[src/rtl/const_def.v]
// Indexing-mode constants for the branch direction predictor.
`ifndef PRED_BIMODAL
`define PRED_BIMODAL 0
`endif
`ifndef PRED_GSHARE
`define PRED_GSHARE 1
`endif

[src/rtl/gshare_predictor_pkg.sv]
// Shared definitions for the gshare predictor: mode constants and counter step helper.
`ifndef PRED_BIMODAL
`define PRED_BIMODAL 0
`endif
`ifndef PRED_GSHARE
`define PRED_GSHARE 1
`endif

package gshare_predictor_pkg;

  // Widest counter the table supports; narrower counters are zero-extended into the helper.
  localparam int MAX_CNT_W = 4;

  // One saturating step of a direction counter toward taken or not-taken.
  function automatic logic [MAX_CNT_W-1:0] sat_update(
    input logic [MAX_CNT_W-1:0] cnt,
    input logic                 taken,
    input logic [MAX_CNT_W-1:0] cnt_max
  );
    logic [MAX_CNT_W-1:0] res;
    res = cnt;
    if (taken) begin
      if (cnt != cnt_max) res = cnt + 4'd1;
    end else begin
      if (cnt != '0) res = cnt - 4'd1;
    end
    return res;
  endfunction

endpackage

[src/rtl/pred_ghr.sv]
// Global history register: speculative shift at fetch, restore at mispredict (restore wins).
module pred_ghr #(
  parameter int HIST_W = 7
) (
  input  logic              clk,
  input  logic              rst,
  input  logic              rdy,
  input  logic              shift_en,
  input  logic              shift_bit,
  input  logic              restore_en,
  input  logic [HIST_W-1:0] restore_hist,
  input  logic              restore_bit,
  output logic [HIST_W-1:0] hist
);

  logic [HIST_W-1:0] hist_q;
  logic [HIST_W-1:0] restore_val;
  logic [HIST_W-1:0] shift_val;
  logic [HIST_W-1:0] hist_d;

  // The oldest bit of the snapshot falls off when the actual outcome is appended.
  logic unused_restore_msb;
  assign unused_restore_msb = restore_hist[HIST_W-1];

  generate
    if (HIST_W == 1) begin : g_one
      assign restore_val = restore_bit;
      assign shift_val   = shift_bit;
    end else begin : g_multi
      assign restore_val = {restore_hist[HIST_W-2:0], restore_bit};
      assign shift_val   = {hist_q[HIST_W-2:0], shift_bit};
    end
  endgenerate

  // Next history: repair from the committed snapshot beats a speculative shift.
  always_comb begin
    hist_d = hist_q;
    if (restore_en)    hist_d = restore_val;
    else if (shift_en) hist_d = shift_val;
  end

  // History register with synchronous clear and global freeze.
  always_ff @(posedge clk) begin
    if (rst)      hist_q <= '0;
    else if (rdy) hist_q <= hist_d;
  end

  assign hist = hist_q;

endmodule

[src/rtl/gshare_predictor.sv]
// Parametrised bimodal/gshare branch direction predictor with flop-based counter table.
module gshare_predictor
  import gshare_predictor_pkg::*;
#(
  parameter int IDX_W  = 7,
  parameter int CNT_W  = 2,
  parameter int HIST_W = 7,
  parameter int MODE   = `PRED_GSHARE
) (
  input  logic              clk,
  input  logic              rst,
  input  logic              rdy,
  input  logic [31:0]       if_pc,
  input  logic              if_br_valid,
  output logic              predict,
  output logic [HIST_W-1:0] predict_hist,
  input  logic              commit_valid,
  input  logic [31:0]       commit_pc,
  input  logic [HIST_W-1:0] commit_hist,
  input  logic              commit_taken,
  input  logic              mispredict
);

  localparam int               ENTRIES  = 1 << IDX_W;
  localparam logic [CNT_W-1:0] CNT_MAX  = '1;
  localparam logic [CNT_W-1:0] CNT_INIT = {1'b0, {(CNT_W-1){1'b1}}};
  localparam bit               USE_HIST = (MODE == `PRED_GSHARE);

  logic [CNT_W-1:0]  table_q [ENTRIES];
  logic [HIST_W-1:0] ghr;
  logic [IDX_W-1:0]  fetch_idx;
  logic [IDX_W-1:0]  commit_idx;
  logic [CNT_W-1:0]  commit_cnt_next;

  // Only the word-aligned index bits of the PCs select an entry.
  logic unused_pc_bits;
  assign unused_pc_bits = ^{if_pc[1:0], if_pc[31:IDX_W+2],
                            commit_pc[1:0], commit_pc[31:IDX_W+2]};

  // Fetch index uses the live GHR; commit index uses the snapshot taken at prediction time.
  always_comb begin
    fetch_idx  = if_pc[IDX_W+1:2];
    commit_idx = commit_pc[IDX_W+1:2];
    if (USE_HIST) begin
      fetch_idx  = fetch_idx ^ IDX_W'(ghr);
      commit_idx = commit_idx ^ IDX_W'(commit_hist);
    end
  end

  // Prediction reads the pre-update table, so a same-cycle commit is not forwarded.
  assign predict      = table_q[fetch_idx][CNT_W-1];
  assign predict_hist = ghr;

  assign commit_cnt_next = CNT_W'(sat_update(MAX_CNT_W'(table_q[commit_idx]),
                                             commit_taken, MAX_CNT_W'(CNT_MAX)));

  // Counter table: full clear to weakly not-taken, otherwise train on commit.
  always_ff @(posedge clk) begin
    if (rst) begin
      for (int i = 0; i < ENTRIES; i++) table_q[i] <= CNT_INIT;
    end else if (rdy && commit_valid) begin
      table_q[commit_idx] <= commit_cnt_next;
    end
  end

  pred_ghr #(
    .HIST_W(HIST_W)
  ) u_ghr (
    .clk         (clk),
    .rst         (rst),
    .rdy         (rdy),
    .shift_en    (if_br_valid),
    .shift_bit   (predict),
    .restore_en  (commit_valid & mispredict),
    .restore_hist(commit_hist),
    .restore_bit (commit_taken),
    .hist        (ghr)
  );

endmodule
[config.mk]
export PLATFORM = sky130hd
export DESIGN_NAME = gshare_predictor
export DESIGN_NICKNAME = d
export VERILOG_FILES = /design/src/rtl/const_def.v /design/src/rtl/gshare_predictor_pkg.sv /design/src/rtl/pred_ghr.sv /design/src/rtl/gshare_predictor.sv
export SDC_FILE = /design/constraint.sdc
export NUM_CORES = 1
export LEC_CHECK = 0
export BUFFER_PORTS_ARGS = -buffer_cell sky130_fd_sc_hd__buf_2
export CAP_MARGIN = 20
export CELL_PAD_IN_SITES_DETAIL_PLACEMENT = 1
export CELL_PAD_IN_SITES_GLOBAL_PLACEMENT = 1
export CORE_MARGIN = 2
export CORE_UTILIZATION = 40
export CTS_BUF_LIST = sky130_fd_sc_hd__clkbuf_16
export DETAILED_ROUTE_END_ITERATION = 7
export GPL_ROUTABILITY_DRIVEN = 0
export PLACE_DENSITY = 0.72
export RECOVER_POWER = 100
export SLEW_MARGIN = 20
export SYNTH_ARGS = -nofsm -noshare
export SYNTH_HDL_FRONTEND = slang
export SYNTH_SLANG_ARGS = --single-unit
[constraint.sdc]
create_clock -name clk -period 10.6 [get_ports clk]
set_input_delay 1.59 -clock clk [delete_from_list [all_inputs] [get_ports clk]]
set_output_delay 1.59 -clock clk [all_outputs]
set_load 0.01 [all_outputs]
==> report_table.html, run 1 <==
<table>
<tr><th>Metric</th><th>Value</th></tr>
<tr><th colspan="2">Synth</th></tr>
<tr><td>Cell with the most instances after synthesis</td><td>sky130_fd_sc_hd__nand2_1</td></tr>
<tr><td>Number of nets produced by synthesis</td><td>1522</td></tr>
<tr><td>Top cell types by occurrence after synthesis</td><td>279 x sky130_fd_sc_hd__nand2_1, 256 x sky130_fd_sc_hd__edfxtp_1, 171 x sky130_fd_sc_hd__nor2_1</td></tr>
<tr><td>Fraction of registers with async set/reset</td><td>0%</td></tr>
<tr><td>Most common flop cell mapped by yosys</td><td>sky130_fd_sc_hd__edfxtp_1</td></tr>
<tr><td>Count of flip-flops with a built-in enable after synthesis</td><td>256</td></tr>
<tr><td>Post-synthesis instance total</td><td>1444</td></tr>
<tr><td>Portion of the post-synthesis area used by sequential elements</td><td>54.2%</td></tr>
<tr><td>Cell type with the largest total area after synthesis</td><td>sky130_fd_sc_hd__edfxtp_1</td></tr>
<tr><td>Number of synthesized register bits</td><td>263</td></tr>
<tr><td>Synth Warn #</td><td>0</td></tr>
<tr><td>Most area-consuming cells after synthesis</td><td>sky130_fd_sc_hd__edfxtp_1 53%, sky130_fd_sc_hd__nand2_1 7.3%, sky130_fd_sc_hd__nand2b_1 5.4%</td></tr>
<tr><td>Count of unique library cells instantiated by Yosys</td><td>54</td></tr>
<tr><td>Mapped Avg Cell Area</td><td>10.0 sq um</td></tr>
<tr><td>Share of the synthesized area in the top cell type</td><td>53.2%</td></tr>
<tr><td>Syn Std Cell Area</td><td>14400 sq um</td></tr>
<tr><th colspan="2">Placement</th></tr>
<tr><td>Placed cell count</td><td>1860</td></tr>
<tr><td>Input/output buffers</td><td>35</td></tr>
<tr><td>Placed wire-length estimate after detailed placement</td><td>30.6 mm</td></tr>
<tr><td>Worst slack after detailed placement</td><td>3930 ps</td></tr>
<tr><th colspan="2">Detailed routing</th></tr>
<tr><td>Detailed-route wire length per cell</td><td>26.6 um</td></tr>
<tr><td>Detail-routed via count per cell</td><td>6.23</td></tr>
<tr><td>DRC errors left</td><td>0</td></tr>
<tr><td>Post-detailed-route count of antenna-violating nets</td><td>0</td></tr>
<tr><td>Detailed Routing Iterations Pass 1</td><td>7</td></tr>
<tr><td>DRC marker count from the first detailed-route iteration</td><td>1252</td></tr>
<tr><td>Vias</td><td>11.9k</td></tr>
<tr><td>Drt total wl</td><td>50.9 mm</td></tr>
<tr><th colspan="2">Timing</th></tr>
<tr><td>Peak Freq</td><td>0.129 GHz</td></tr>
<tr><td>Relative slew margins</td><td>-61.3%</td></tr>
<tr><td>Worst Clk Skew</td><td>12.6 ps</td></tr>
<tr><td>Shortest clock period the worst path allows after layout</td><td>7740 ps</td></tr>
<tr><td>Final Hold Viols</td><td>0</td></tr>
<tr><td>Number of pins with negative max-slew slack in the final report</td><td>289</td></tr>
<tr><td>Slew at the pin closest to its max-slew limit</td><td>2400 ps</td></tr>
<tr><td>Setup slack after layout</td><td>2860 ps</td></tr>
<tr><td>RSZ-0062 raised after global routing</td><td>false</td></tr>
<tr><td>Total setup violations reported at the end of the flow</td><td>0</td></tr>
<tr><td>Share of the cycle needed by the critical path after routing</td><td>73.1%</td></tr>
<tr><td>Aggregate negative setup slack</td><td>0 ps</td></tr>
<tr><td>Hold slack</td><td>552 ps</td></tr>
<tr><th colspan="2">Clock tree</th></tr>
<tr><td>Clock transition at the register clock pins on the worst setup and hold paths after CTS</td><td>60 ps</td></tr>
<tr><td>Clock insertion delay at the later pin of the skew report</td><td>570 ps</td></tr>
<tr><td>Setup bufs post-CTS</td><td>0</td></tr>
<tr><td>Total of cells resized after clock tree synthesis</td><td>0</td></tr>
<tr><td>CTS tree</td><td>done</td></tr>
<tr><td>Number of buffers inserted for hold repair after clock tree synthesis</td><td>0</td></tr>
<tr><td>Number of clock sinks</td><td>263</td></tr>
<tr><td>Cell at the root of the clock tree</td><td>sky130_fd_sc_hd__clkbuf_16</td></tr>
<tr><td>Number of buffers on the longest clock path</td><td>3</td></tr>
<tr><td>Total CTS buffers</td><td>29</td></tr>
<tr><td>H-tree depth</td><td>1</td></tr>
<tr><th colspan="2">Finish</th></tr>
<tr><td>Share of final-layout standard cells stronger than drive strength 1</td><td>10.8%</td></tr>
<tr><td>Layout Area Growth over Synthesis</td><td>10.8%</td></tr>
<tr><td>Sequential cell area in the final layout</td><td>7830 sq um</td></tr>
<tr><td>Post-layout nets</td><td>1508</td></tr>
<tr><td>Final std cells w/o fill</td><td>1914</td></tr>
<tr><td>Multi-input logic area</td><td>6120 sq um</td></tr>
<tr><td>Fill count</td><td>3986</td></tr>
<tr><th colspan="2">Global routing</th></tr>
<tr><td>Gr usage total</td><td>26.8%</td></tr>
<tr><td>Residual overflow from global routing</td><td>0</td></tr>
<tr><td>Antenna violations before repair</td><td>2</td></tr>
<tr><td>First-pass GRT wire length</td><td>76.4 mm</td></tr>
<tr><td>Maximum number of pins on one net before global-route repair</td><td>107</td></tr>
<tr><td>Vias in the first global route</td><td>12.4k</td></tr>
<tr><th colspan="2">Pwr</th></tr>
<tr><td>Internal Power</td><td>1.94 mW</td></tr>
<tr><td>Power Density</td><td>176 nW/um^2</td></tr>
<tr><td>Static leakage power</td><td>5.11 nW</td></tr>
<tr><td>Max IR drop VDD</td><td>0.116 mV</td></tr>
<tr><td>Post-layout total power</td><td>2.82 mW</td></tr>
<tr><td>Share of total power in the clock network</td><td>38.1%</td></tr>
<tr><td>Net switching power</td><td>0.880 mW</td></tr>
<tr><td>Part of the total power dissipated in combinational logic</td><td>20.0%</td></tr>
<tr><td>Sequential fraction of design power</td><td>41.8%</td></tr>
<tr><td>Switching Share</td><td>31.2%</td></tr>
<tr><th colspan="2">Outcome</th></tr>
<tr><td>Violated checks</td><td>max-capacitance violations, max-slew violations</td></tr>
<tr><td>Outcome</td><td>complete, but fails checks</td></tr>
<tr><th colspan="2">Setup path</th></tr>
<tr><td>Crit path max fanout</td><td>78</td></tr>
<tr><td>Startpoint kind of the worst setup timing path</td><td>primary input</td></tr>
<tr><td>Ordered cell list for the critical path</td><td>clkbuf_1 -&gt; xor2_4 -&gt; buf_4 -&gt; nor2_1 -&gt; clkbuf_1 -&gt; a221oi_1 -&gt; o22ai_1 -&gt; a22oi_1 -&gt; o2111ai_1 -&gt; nor4_1 -&gt; maj3_1 -&gt; buf_4 -&gt; nand3_1</td></tr>
<tr><td>Slowest cell on the critical path</td><td>sky130_fd_sc_hd__maj3_1</td></tr>
<tr><td>Category of the worst setup path capture point</td><td>flip-flop</td></tr>
<tr><td>Stage delay of the slowest cell on the critical path</td><td>1760 ps</td></tr>
<tr><td>R2r endpoint</td><td>table_q[7][0]$_SDFFCE_PN1P_</td></tr>
<tr><td>Worst Path Class, Setup</td><td>in2reg</td></tr>
<tr><td>Arrival time at the worst endpoint</td><td>7960 ps</td></tr>
<tr><td>Worst endpoint required time</td><td>10810 ps</td></tr>
<tr><td>Worst R2R Path Depth</td><td>9</td></tr>
<tr><td>Flop2flop setup slack</td><td>5110 ps</td></tr>
<tr><td>Source of the worst register-to-register timing path</td><td>table_q[76][1]$_SDFFCE_PN0P_</td></tr>
<tr><th colspan="2">Die</th></tr>
<tr><td>Std cell rows</td><td>69</td></tr>
<tr><td>Chip width</td><td>194 um</td></tr>
<tr><td>Area of the core</td><td>35600 sq um</td></tr>
<tr><td>Boundary Pins</td><td>86</td></tr>
<tr><td>Overall die area</td><td>37600 sq um</td></tr>
<tr><td>Initial Utilization</td><td>40.6%</td></tr>
<tr><td>Die height</td><td>194 um</td></tr>
<tr><th colspan="2">Job</th></tr>
<tr><td>MaxCap Viol Count</td><td>11</td></tr>
<tr><th colspan="2">Worst hold path</th></tr>
<tr><td>Number of cells traversed by the worst hold path</td><td>2</td></tr>
<tr><td>Min-Delay Path Class</td><td>reg2reg</td></tr>
<tr><td>End point of the worst hold path</td><td>u_ghr.hist[6]$_SDFFE_PP0P_</td></tr>
<tr><td>Hold_sp</td><td>u_ghr.hist[6]$_SDFFE_PP0P_</td></tr>
</table>
[cells in the final DEF (no fill, tap or decap), types with 6 or more instances in the layout]
cell type / n
sky130_fd_sc_hd__a211oi_1: 6
sky130_fd_sc_hd__mux4_2: 17
sky130_fd_sc_hd__nand2b_1: 125
sky130_fd_sc_hd__xor2_1: 9
sky130_fd_sc_hd__buf_4: 33
sky130_fd_sc_hd__a221oi_1: 21
sky130_fd_sc_hd__nor4_1: 18
sky130_fd_sc_hd__buf_2: 24
sky130_fd_sc_hd__o21ai_0: 30
sky130_fd_sc_hd__xnor2_1: 9
sky130_fd_sc_hd__a21oi_1: 55
sky130_fd_sc_hd__edfxtp_1: 256
sky130_fd_sc_hd__clkbuf_1: 21
sky130_fd_sc_hd__dfxtp_1: 7
sky130_fd_sc_hd__a22oi_1: 26
sky130_fd_sc_hd__o22ai_1: 9
sky130_fd_sc_hd__mux2i_1: 40
sky130_fd_sc_hd__nor2_1: 170
sky130_fd_sc_hd__bufinv_16: 6
sky130_fd_sc_hd__nand3_1: 133
sky130_fd_sc_hd__mux2_2: 19
sky130_fd_sc_hd__clkinv_2: 12
sky130_fd_sc_hd__nand2_1: 279
sky130_fd_sc_hd__clkbuf_16: 29
sky130_fd_sc_hd__nor3_1: 16
sky130_fd_sc_hd__nand4_1: 6
[critical path: cells and delay by family]
family	cells	cell delay, ps
adders and majority gates	1	1760
buffers and inverters	4	2370
AOI/OAI and AO/OA	4	1080
and+or+nand+nor	3	780
xor gates and xnor gates	1	160
[cell type report]
cell class / count / area share [%]
timing repair buffer: 79 / 2.86
multi-input combinational: 1054 / 38.3
clock inverter: 24 / 1.72
sequential: 263 / 48.9
clock buffer: 29 / 4.54
inverter: 3 / 0.0704
antenna: 1 / 0.0156
tap: 461 / 3.61
[per-layer routing]
metal | part of all wire [%] | routed length [um] | global-route usage [%] | vias to the layer above
li1 | - | - | - | 5157
met4 | 4.5 | 2280 | 10.9 | 0
met3 | 9.7 | 4950 | 4.89 | 135
met5 | 0 | 0 | 0 | -
met2 | 48 | 24200 | 45.4 | 619
met1 | 38 | 19500 | 33.9 | 6015
[state kept, by name, summed over array words and instances (netlist names)]
signal / flops
table_q: 256
u_ghr.hist: 7
[how the worst max path moves through the flow]
| stage | cells after the start | slack (ps) | end | startpoint |
|---|---|---|---|---|
| global placement | 12 | 4010 | table_q[40][0]$_SDFFCE_PN1P_ | commit_hist[1] |
| detailed placement | 12 | 3930 | table_q[22][0]$_SDFFCE_PN1P_ | commit_hist[1] |
| floorplan | 8 | 5390 | predict | if_pc[2] |
| CTS | 9 | 4370 | predict | if_pc[3] |
| global route | 13 | 2580 | table_q[17][0]$_SDFFCE_PN1P_ | commit_hist[0] |
| finish | 13 | 2860 | table_q[7][0]$_SDFFCE_PN1P_ | commit_hist[1] |
[power groups by stage]
stage	Clock [mW]	Sequential, mW	Combinational (mW)
after floorplan	0	1.20	0.379
after global placement	0	1.20	0.551
after detailed placement	0	1.20	0.560
after CTS	1.08	1.18	0.563
after global routing	1.12	1.18	0.593
final	1.08	1.18	0.565
[cell families (layout without fill, tap and decap cells)]
family	Yosys count	in the layout	share of synthesized area [%]
and+or+nand+nor	763	763	24.1
DFF	263	263	54.2
AOI/OAI and AO/OA	187	187	8.65
buffers and inverters	127	135	4.26
muxes	76	76	6.91
xor gates and xnor gates	26	26	1.73
adders and majority gates	2	2	0.147
other	0	1	0
[through the flow]
stage	area, sq um	utilization (%)
finish	16000	45.0
global route	16000	45.0
CTS	16100	45.3
detailed placement	15100	42.5
global placement	15100	42.4
floorplan	14400	-
Power figures use the tool's default switching activity.
==> run 2: changes to the inputs <==
clock period = 8.09 ns   (was 10.6 ns; I/O delays follow)
==> run 2 against run 1 <==
Effect of this change:
- the flow still finishes with violations (max-capacitance violations, max-slew violations)
- sequential power increased by 31%
- power increased by 28%
- first-iteration DRC count increased by 7.4%
- non-clock buffer count increased by 2
- routed wire length increased by 1.5%
- sequential cell count unchanged
- clock skew increased by 9.3 ps
- clock power increased by 21%
- largest cell class unchanged
- largest power group unchanged
==> report_table.html, run 2 (same netlist as run 1, synthesis figures left out) <==
<table>
<tr><th>Metric</th><th>Value</th></tr>
<tr><th colspan="2">Setup path</th></tr>
<tr><td>Worst Path Class, Setup</td><td>in2reg</td></tr>
<tr><td>Startpoint kind of the worst setup timing path</td><td>primary input</td></tr>
<tr><td>Buffering stage count on the worst path with inverters included</td><td>4</td></tr>
<tr><td>Slowest cell on the critical path</td><td>sky130_fd_sc_hd__maj3_1</td></tr>
<tr><td>Ordered cell list for the critical path</td><td>buf_2 -&gt; xor2_4 -&gt; buf_4 -&gt; buf_4 -&gt; mux4_2 -&gt; nand2_1 -&gt; o221ai_1 -&gt; a22oi_1 -&gt; o2111ai_1 -&gt; nor4_1 -&gt; maj3_1 -&gt; buf_12 -&gt; nor2_1</td></tr>
<tr><td>Worst endpoint required time</td><td>8390 ps</td></tr>
<tr><td>Crit path max fanout</td><td>67</td></tr>
<tr><td>Crit-path most repeated cell</td><td>sky130_fd_sc_hd__buf_4</td></tr>
<tr><td>Worst R2R Path Depth</td><td>8</td></tr>
<tr><td>Arrival time at the worst endpoint</td><td>7130 ps</td></tr>
<tr><td>Category of the worst setup path capture point</td><td>flip-flop</td></tr>
<tr><td>Flop2flop setup slack</td><td>3110 ps</td></tr>
<tr><td>Stage delay of the slowest cell on the critical path</td><td>2180 ps</td></tr>
<tr><td>Cell depth of the worst setup path</td><td>13</td></tr>
<tr><td>Critical path's top delay family</td><td>adder cells</td></tr>
<tr><th colspan="2">Global routing</th></tr>
<tr><td>Gr usage total</td><td>27.0%</td></tr>
<tr><td>Maximum number of pins on one net before global-route repair</td><td>75</td></tr>
<tr><td>First-pass GRT wire length</td><td>77.1 mm</td></tr>
<tr><td>Antenna violations before repair</td><td>0</td></tr>
<tr><td>Vias in the first global route</td><td>12.3k</td></tr>
<tr><td>Residual overflow from global routing</td><td>0</td></tr>
<tr><th colspan="2">Detailed routing</th></tr>
<tr><td>Vias</td><td>12.1k</td></tr>
<tr><td>Detailed Routing Iterations Pass 1</td><td>6</td></tr>
<tr><td>Detailed-route wire length per cell</td><td>27.0 um</td></tr>
<tr><td>DRC errors left</td><td>0</td></tr>
<tr><td>Detail-routed via count per cell</td><td>6.31</td></tr>
<tr><td>DRC marker count from the first detailed-route iteration</td><td>1345</td></tr>
<tr><td>Drt total wl</td><td>51.7 mm</td></tr>
<tr><td>Post-detailed-route count of antenna-violating nets</td><td>0</td></tr>
<tr><th colspan="2">Timing</th></tr>
<tr><td>Final Hold Viols</td><td>0</td></tr>
<tr><td>Worst Clk Skew</td><td>21.9 ps</td></tr>
<tr><td>Number of pins with negative max-slew slack in the final report</td><td>337</td></tr>
<tr><td>Total setup violations reported at the end of the flow</td><td>0</td></tr>
<tr><td>Peak Freq</td><td>0.146 GHz</td></tr>
<tr><td>Slew at the pin closest to its max-slew limit</td><td>3210 ps</td></tr>
<tr><td>Share of the cycle needed by the critical path after routing</td><td>84.5%</td></tr>
<tr><td>Shortest clock period the worst path allows after layout</td><td>6840 ps</td></tr>
<tr><td>RSZ-0062 raised after global routing</td><td>false</td></tr>
<tr><td>Setup slack after layout</td><td>1250 ps</td></tr>
<tr><td>Relative slew margins</td><td>-114%</td></tr>
<tr><td>Aggregate negative setup slack</td><td>0 ps</td></tr>
<tr><th colspan="2">Clock tree</th></tr>
<tr><td>H-tree depth</td><td>1</td></tr>
<tr><td>Clock insertion delay at the later pin of the skew report</td><td>570 ps</td></tr>
<tr><td>Number of buffers on the longest clock path</td><td>3</td></tr>
<tr><td>Total of cells resized after clock tree synthesis</td><td>0</td></tr>
<tr><td>Cell at the root of the clock tree</td><td>sky130_fd_sc_hd__clkbuf_16</td></tr>
<tr><td>Setup bufs post-CTS</td><td>0</td></tr>
<tr><td>Clock transition at the register clock pins on the worst setup and hold paths after CTS</td><td>60 ps</td></tr>
<tr><td>Total CTS buffers</td><td>29</td></tr>
<tr><td>Number of clock sinks</td><td>263</td></tr>
<tr><td>Number of buffers inserted for hold repair after clock tree synthesis</td><td>0</td></tr>
<tr><td>CTS tree</td><td>done</td></tr>
<tr><th colspan="2">Die</th></tr>
<tr><td>Area of the core</td><td>35600 sq um</td></tr>
<tr><td>Overall die area</td><td>37600 sq um</td></tr>
<tr><td>Chip width</td><td>194 um</td></tr>
<tr><td>Initial Utilization</td><td>40.6%</td></tr>
<tr><td>Die height</td><td>194 um</td></tr>
<tr><td>Std cell rows</td><td>69</td></tr>
<tr><td>Boundary Pins</td><td>86</td></tr>
<tr><th colspan="2">Pwr</th></tr>
<tr><td>Static leakage power</td><td>5.11 nW</td></tr>
<tr><td>Power Density</td><td>226 nW/um^2</td></tr>
<tr><td>Max IR drop VDD</td><td>0.167 mV</td></tr>
<tr><th colspan="2">Finish</th></tr>
<tr><td>Share of final-layout standard cells stronger than drive strength 1</td><td>11.0%</td></tr>
<tr><td>Largest reg by FF count</td><td>table_q</td></tr>
<tr><td>Final std cells w/o fill</td><td>1916</td></tr>
<tr><td>Final core utilization</td><td>44.9%</td></tr>
<tr><td>Layout Area Growth over Synthesis</td><td>10.7%</td></tr>
<tr><td>Final Instance Area</td><td>16000 sq um</td></tr>
<tr><td>Post-layout nets</td><td>1510</td></tr>
<tr><td>Max reg flops</td><td>256</td></tr>
<tr><td>Most used cells in the layout excluding fill and tap cells</td><td>279 x sky130_fd_sc_hd__nand2_1, 256 x sky130_fd_sc_hd__edfxtp_1, 166 x sky130_fd_sc_hd__nor2_1</td></tr>
<tr><td>Most common cell after layout, fill and taps aside</td><td>sky130_fd_sc_hd__nand2_1</td></tr>
<tr><th colspan="2">Outcome</th></tr>
<tr><td>Outcome</td><td>complete, but fails checks</td></tr>
<tr><td>Violated checks</td><td>max-capacitance violations, max-slew violations</td></tr>
<tr><th colspan="2">Job</th></tr>
<tr><td>MaxCap Viol Count</td><td>9</td></tr>
<tr><th colspan="2">Worst hold path</th></tr>
<tr><td>Number of cells traversed by the worst hold path</td><td>2</td></tr>
<tr><td>Min-Delay Path Class</td><td>reg2reg</td></tr>
<tr><th colspan="2">Placement</th></tr>
<tr><td>Worst slack after detailed placement</td><td>1660 ps</td></tr>
<tr><td>Input/output buffers</td><td>35</td></tr>
<tr><td>Placed wire-length estimate after detailed placement</td><td>32.2 mm</td></tr>
<tr><td>Dpl cell area</td><td>15200 sq um</td></tr>
<tr><td>Placed cell count</td><td>1862</td></tr>
</table>
## run 2: tightest hold or removal path: cells and delay by family, from the launching register on
kind / cells / cell delay (ps)
AO/OA/AOI/OAI: 1 / 50
flip-flops: 1 / 330
AND/OR/NAND/NOR: 1 / 110
## run 2: cell type report
| cell class | instances | area [sq um] |
|---|---|---|
| Sequential cell | 263 | 7830 |
| Timing Repair Buffer | 81 | 504 |
| Antenna cell | 1 | 2.50 |
| Clock buffer | 29 | 726 |
| Tap cell | 461 | 577 |
| Fill cell | 3968 | 19600 |
| Inverter | 3 | 11.3 |
| Multi-Input combinational cell | 1054 | 6140 |
| Clock inverter | 24 | 188 |
## run 2: metrics by stage
step                      power (mW)  hold slack (ps)
after floorplan                 2.06              542
after global placement          2.30              520
after detailed placement        2.32              528
after CTS                       3.61              537
after global routing            3.71              569
final                           3.61              540
## run 2: worst paths after layout
kind / endpoint / startpoint
worst min-delay path: u_ghr.hist[6]$_SDFFE_PP0P_ / u_ghr.hist[6]$_SDFFE_PP0P_
worst max-delay path: table_q[51][1]$_SDFFCE_PN0P_ / commit_hist[1]
worst min register to register: u_ghr.hist[6]$_SDFFE_PP0P_ / u_ghr.hist[6]$_SDFFE_PP0P_
worst max register to register: table_q[51][1]$_SDFFCE_PN0P_ / table_q[27][1]$_SDFFCE_PN0P_
## run 2: routing by layer
metal | vias up | track usage, % | part of all wire (%)
met3 | 152 | 4.23 | 8.7
met4 | 0 | 12.6 | 4.5
li1 | 5166 | - | -
met2 | 621 | 44.2 | 47
met5 | - | 0 | 0
met1 | 6151 | 35.2 | 40
## run 2: where the power goes
group          leakage (nW)  internal, mW  switching (mW)
sequential             2.35          1.52          0.0236
combinational          2.28         0.190           0.568
clock                 0.477         0.743           0.566
